$ cat src/rtl/pll_lock_sequencer.sv
// Power-up / relock sequencer for a single PLL primitive.
// Drives PLL_EN, waits for a synchronized LOCK with timeout, qualifies lock
// stability, retries a bounded number of times and reports READY / FAULT.
// Optional build macro: PLL_SEQ_GLITCH_FILTER_EN -- when defined, a lock drop
// in RUN must persist GLITCH_CYCLES consecutive cycles before it counts.
//
// state      | meaning
// -----------+-----------------------------------------------------------
// IDLE   (0) | PLL disabled, waiting for START
// OFF    (1) | PLL_EN held low for OFF_CYCLES before an enable attempt
// WAIT_LOCK(2)| PLL_EN high, waiting up to LOCK_TIMEOUT for lock_s
// SETTLE (3) | lock_s must stay high SETTLE_CYCLES consecutive cycles
// RUN    (4) | PLL locked and qualified, READY high
// FAULT  (5) | retries exhausted, sticky until START drops or RESET
module pll_lock_sequencer #(
  parameter int OFF_CYCLES    = 16,
  parameter int LOCK_TIMEOUT  = 4096,
  parameter int SETTLE_CYCLES = 64,
  parameter int MAX_RETRIES   = 3,
  parameter int GLITCH_CYCLES = 4
) (
  input  logic       CLK,
  input  logic       RESET,
  input  logic       START,
  input  logic       LOCK,
  output logic       PLL_EN,
  output logic       READY,
  output logic       FAULT,
  output logic [3:0] RETRY_CNT,
  output logic [7:0] LOCK_LOSS_CNT,
  output logic [2:0] STATE
);

  function automatic int max4(input int a, input int b, input int c, input int d);
    int m;
    m = a;
    if (b > m) m = b;
    if (c > m) m = c;
    if (d > m) m = d;
    return m;
  endfunction

  localparam int CNT_W = $clog2(max4(OFF_CYCLES, LOCK_TIMEOUT, SETTLE_CYCLES, GLITCH_CYCLES)) + 1;

  localparam logic [CNT_W-1:0] OFF_LOAD     = CNT_W'(OFF_CYCLES - 1);
  localparam logic [CNT_W-1:0] TIMEOUT_LOAD = CNT_W'(LOCK_TIMEOUT - 1);
  localparam logic [CNT_W-1:0] SETTLE_LOAD  = CNT_W'(SETTLE_CYCLES - 1);
`ifdef PLL_SEQ_GLITCH_FILTER_EN
  localparam logic [CNT_W-1:0] GLITCH_LOAD  = CNT_W'(GLITCH_CYCLES - 1);
`endif
  localparam logic [3:0] RETRY_LIMIT = 4'(MAX_RETRIES);

  typedef enum logic [2:0] {
    S_IDLE      = 3'd0,
    S_OFF       = 3'd1,
    S_WAIT_LOCK = 3'd2,
    S_SETTLE    = 3'd3,
    S_RUN       = 3'd4,
    S_FAULT     = 3'd5
  } state_e;

  state_e           state_q, state_d;
  logic [CNT_W-1:0] cnt_q, cnt_d;
  logic [3:0]       retry_q, retry_d;
  logic [7:0]       loss_q, loss_d;
  logic             pll_en_q, pll_en_d;
  logic             ready_q, ready_d;
  logic             fault_q, fault_d;
  logic             lock_meta_q, lock_s_q;
  logic             fail, lost;

  // Two-flop synchronizer for the asynchronous PLL LOCK output.
  always_ff @(posedge CLK) begin
    if (RESET) begin
      lock_meta_q <= 1'b0;
      lock_s_q    <= 1'b0;
    end else begin
      lock_meta_q <= LOCK;
      lock_s_q    <= lock_meta_q;
    end
  end

  // Next-state, timer, retry/loss counters and registered output values.
  always_comb begin
    state_d = state_q;
    cnt_d   = cnt_q;
    retry_d = retry_q;
    loss_d  = loss_q;
    fail    = 1'b0;
    lost    = 1'b0;

    if (!START) begin
      // Shutdown takes precedence over any lock event in the same cycle.
      state_d = S_IDLE;
    end else begin
      case (state_q)
        S_IDLE: begin
          state_d = S_OFF;
          retry_d = '0;
        end
        S_OFF: begin
          if (cnt_q == '0) state_d = S_WAIT_LOCK;
          else             cnt_d   = cnt_q - CNT_W'(1);
        end
        S_WAIT_LOCK: begin
          if (lock_s_q)          state_d = S_SETTLE;
          else if (cnt_q == '0)  fail    = 1'b1;
          else                   cnt_d   = cnt_q - CNT_W'(1);
        end
        S_SETTLE: begin
          if (!lock_s_q)         fail    = 1'b1;
          else if (cnt_q == '0)  state_d = S_RUN;
          else                   cnt_d   = cnt_q - CNT_W'(1);
        end
        S_RUN: begin
`ifdef PLL_SEQ_GLITCH_FILTER_EN
          if (lock_s_q)          cnt_d = GLITCH_LOAD;
          else if (cnt_q == '0)  lost  = 1'b1;
          else                   cnt_d = cnt_q - CNT_W'(1);
`else
          if (!lock_s_q)         lost  = 1'b1;
`endif
        end
        S_FAULT: state_d = S_FAULT;
        default: state_d = S_IDLE;
      endcase

      if (fail) begin
        if (retry_q >= RETRY_LIMIT) begin
          state_d = S_FAULT;
        end else begin
          state_d = S_OFF;
          retry_d = retry_q + 4'd1;
        end
      end

      if (lost) begin
        state_d = S_OFF;
        retry_d = (retry_q == 4'hF) ? retry_q : retry_q + 4'd1;
        loss_d  = (loss_q == 8'hFF) ? loss_q : loss_q + 8'd1;
      end

      if (state_d == S_RUN && state_q != S_RUN) retry_d = '0;
    end

    // Every state entry reloads the shared timer for the new state.
    if (state_d != state_q) begin
      case (state_d)
        S_OFF:       cnt_d = OFF_LOAD;
        S_WAIT_LOCK: cnt_d = TIMEOUT_LOAD;
        S_SETTLE:    cnt_d = SETTLE_LOAD;
`ifdef PLL_SEQ_GLITCH_FILTER_EN
        S_RUN:       cnt_d = GLITCH_LOAD;
`endif
        default:     cnt_d = '0;
      endcase
    end

    pll_en_d = (state_d == S_WAIT_LOCK) || (state_d == S_SETTLE) || (state_d == S_RUN);
    ready_d  = (state_d == S_RUN);
    fault_d  = (state_d == S_FAULT);
  end

  // State, counter and output registers.
  always_ff @(posedge CLK) begin
    if (RESET) begin
      state_q  <= S_IDLE;
      cnt_q    <= '0;
      retry_q  <= '0;
      loss_q   <= '0;
      pll_en_q <= 1'b0;
      ready_q  <= 1'b0;
      fault_q  <= 1'b0;
    end else begin
      state_q  <= state_d;
      cnt_q    <= cnt_d;
      retry_q  <= retry_d;
      loss_q   <= loss_d;
      pll_en_q <= pll_en_d;
      ready_q  <= ready_d;
      fault_q  <= fault_d;
    end
  end

  assign PLL_EN        = pll_en_q;
  assign READY         = ready_q;
  assign FAULT         = fault_q;
  assign RETRY_CNT     = retry_q;
  assign LOCK_LOSS_CNT = loss_q;
  assign STATE         = state_q;

endmodule
$ cat config.mk
export PLATFORM = sky130hd
export DESIGN_NAME = pll_lock_sequencer
export DESIGN_NICKNAME = d
export VERILOG_FILES = /design/src/rtl/pll_lock_sequencer.sv
export SDC_FILE = /design/constraint.sdc
export NUM_CORES = 1
export LEC_CHECK = 0
export ABC_AREA = 1
export CAP_MARGIN = 5
export CORE_MARGIN = 2
export CORE_UTILIZATION = 50
export DETAILED_ROUTE_END_ITERATION = 10
export PLACE_DENSITY = 0.72
export SYNTH_ARGS = -nofsm -noshare
export SYNTH_HDL_FRONTEND = slang
export SYNTH_SLANG_ARGS = --single-unit
$ cat constraint.sdc
create_clock -name CLK -period 4.99 [get_ports CLK]
set_input_delay 0.7485 -clock CLK [delete_from_list [all_inputs] [get_ports CLK]]
set_output_delay 0.7485 -clock CLK [all_outputs]
set_load 0.005 [all_outputs]
==> impl_results.md <==
- Port bufs: 21
- Critical path peak fanout: 14
- Most common cell after layout, fill and taps aside: nand2_1
- Number of setup violations in the final report: 0
- Setup CP Type: in -> reg
- Most used DFF post-synth: dfxtp_1
- Yosys cell types: 31
- Clk root buf: clkbuf_8
- Worst vdd ir: 0.237 mV
- Detail Route Antenna Nets: 0
- Routability cong.: 0.855
- Fmax: 0.342 GHz
- Sequential-to-total area share from yosys stat: 32.2%
- Drt wl/cell: 12.1 µm
- Pwr dens: 329 nW/µm²
- TritonCTS clock tree: built
- RSZ-0062 raised after global routing: no
- Hold WC Path Type: reg -> reg
- Critical Path Start Type: input pin
- Die outline height: 68.1 µm
- First-pass GRT wire length: 7500 µm
- Setup TNS Final: 0 ns
- Min Tclk post-route: 2.92 ns
- Mapped Area: 2050 µm²
- Largest net degree at the start of global routing: 22
- Reg2reg end: cnt_q[2]$_SDFFE_PP0P_
- Routed WL: 4430 µm
- Rows: 23
- Post-synthesis register bit count: 33
- Ys Warns: 0
- Core ar.: 3970 µm²
- Vias per inst: 5.20
- Slew Limit Fails: 0
- Number of synthesized flops with an enable pin: 0
- Most frequent cells in the layout: nand2_1, inv_1, nor2_1, dfxtp_1, nor2_2
- Worst-margin pin slew: 0.670 ns
- Hold depth: 2
- Initial drt markers: 148
- Initial antenna violation count: 0
- Die X: 68.1 µm
- Total gr overflow: 0
- R2r startpoint: cnt_q[0]$_SDFFE_PP0P_
- Post-Syn Nets: 303
- Post-DP HPWL: 3150 µm
- Worst r2r path cells: 13
- # Max-Cap Violations: 0
- Vias in the first global route: 1715
- Reg-to-reg setup timing slack: 2.50 ns
- CTS sink cnt: 33
- Maximum root-to-sink buffer count: 2
- Leakage power total: 1.00 nW
- Later-pin clock latency in the skew report: 0.29 ns
- Setup Fix Bufs, Post-CTS: 0
- Worst Path Arrival: 3.11 ns
- Post-Synthesis Cells: 296
- Hold bufs inserted after CTS: 0
- Die ar.: 4630 µm²
- CP required: 5.18 ns
- Worst hold slack: 0.404 ns
- GRT Total Usage: 21.3%
- Final Hold Vio Count: 0
- Vias: 1905
- CP Capture Type: flop
- Clock-pin slew on the worst setup and hold paths: 0.07 ns
- Synth-to-layout area growth: 15.7%
- CTS resizes: 0
- H-tree depth: 2
- Drt drc: 0
- Pre-antenna DRT Iters: 4
- Nets: 323
- Worst slew margin: 55.3%
- Post-synth ARST share: 0%
- Setup crit start: START
- Share of cells above drive strength 1: 15.5%
- Starting Density: 51.7%
- Inserted Clock Buffers: 5
- Tcrit/Tclk final: 58.5%
- Setup Skew: 0.00533 ns
- Setup crit end: cnt_q[6]$_SDFFE_PP0P_
- Mean Syn Cell Area: 6.93 µm²
- Status: finished clean
- Antenna Cells: 0
- I/O pin cnt: 22
[per-stage QoR]
stage / util, % / power, mW / std cells / setup WS [ns] / instance area [µm²]
after CTS: 59.8 / 0.787 / 366 / 2.05 / 2370
final: 59.8 / 0.782 / 366 / 2.07 / 2370
after global routing: 59.8 / 0.827 / 366 / 1.80 / 2370
after detailed placement: 57.2 / 0.543 / 359 / 1.78 / 2270
after floorplan: - / 0.506 / 296 / 2.95 / 2050
after global placement: 57.2 / 0.539 / 359 / 1.83 / 2270
[flip-flops by register name (all words and copies together) (netlist names)]
name and flops:
cnt_q 13, LOCK_LOSS_CNT 8, RETRY_CNT 4, STATE 3
FAULT 1, PLL_EN 1, READY 1, lock_meta_q 1
lock_s_q 1
[cell families (layout without fill, tap and decap cells)]
logic type / count (synthesis) / in the layout / synth area share [%]
AOI/OAI and AO/OA: 32 / 32 / 8.41
buffers and inverters: 51 / 71 / 10.5
xor gates and xnor gates: 11 / 11 / 4.70
adders and majority gates: 3 / 3 / 1.83
and+or+nand+nor: 166 / 166 / 42.3
DFF: 33 / 33 / 32.2
[how the worst min path moves through the flow]
| stage | startpoint | to | slack (ns) |
|---|---|---|---|
| 6_report | lock_meta_q$_SDFF_PP0_ | lock_s_q$_SDFF_PP0_ | 0.40 |
| 4_1_cts | lock_meta_q$_SDFF_PP0_ | lock_s_q$_SDFF_PP0_ | 0.41 |
| 2_1_floorplan | lock_meta_q$_SDFF_PP0_ | lock_s_q$_SDFF_PP0_ | 0.39 |
| 3_3_place_gp | lock_meta_q$_SDFF_PP0_ | lock_s_q$_SDFF_PP0_ | 0.39 |
| 5_1_grt | lock_meta_q$_SDFF_PP0_ | lock_s_q$_SDFF_PP0_ | 0.43 |
| 3_5_place_dp | lock_meta_q$_SDFF_PP0_ | lock_s_q$_SDFF_PP0_ | 0.40 |
[cell usage after synthesis (2+ instances only)]
library cell  count  area share, %
nand3_2           3            1.5
inv_1            41            7.5
nand4_1          19            5.8
nand2_4           2            1.1
ha_1              3            1.8
xor2_1           10            4.3
o21ai_0          13            3.2
clkbuf_1          2           0.37
nor3_1            6            1.5
dfxtp_1          33             32
a31oi_1           2           0.61
nand2_1          42            7.7
nand3_4           2            1.7
nor2_1           41            7.5
nor2_2           22            6.7
nand2_2           9            2.7
inv_2             2           0.37
nor4_1            3           0.91
buf_2             2           0.49
a21oi_1          13            3.2
a211oi_1          3            1.1
nand3_1          14            3.4
[routing by layer]
| metal | global-route usage [%] | routed length (µm) |
|---|---|---|
| met4 | 7.00 | 50 |
| met3 | 4.11 | 173 |
| met2 | 35.2 | 2120 |
| met1 | 27.6 | 2090 |
| met5 | 0 | 0 |
[report_power, final]
part / switching [mW] / leakage, nW / internal, mW
Clock: 0.0984 / 0.0540 / 0.145
Sequential: 0.0180 / 0.270 / 0.284
Combinational: 0.150 / 0.681 / 0.0861
Total: 0.267 / 1.00 / 0.515
[area by class of cell]
type | count | area (µm²)
clock inverter | 2 | 35.0
sequential | 33 | 661
tap | 50 | 62.6
multi-input combinational | 212 | 1170
timing repair buffer | 21 | 210
clock buffer | 5 | 68.8
inverter | 43 | 161
fill | 397 | 1600
[worst max-delay path, cell delays in order]
cell             delay, ns
clkdlybuf4s50_1       0.77
inv_1                 0.12
a211oi_1              0.23
nand4_1               0.48
nand4_1               0.34
nand2_1               0.18
nor2_1                0.18
nor2_2                0.04
No activity file was read; power rests on OpenSTA's default activity.
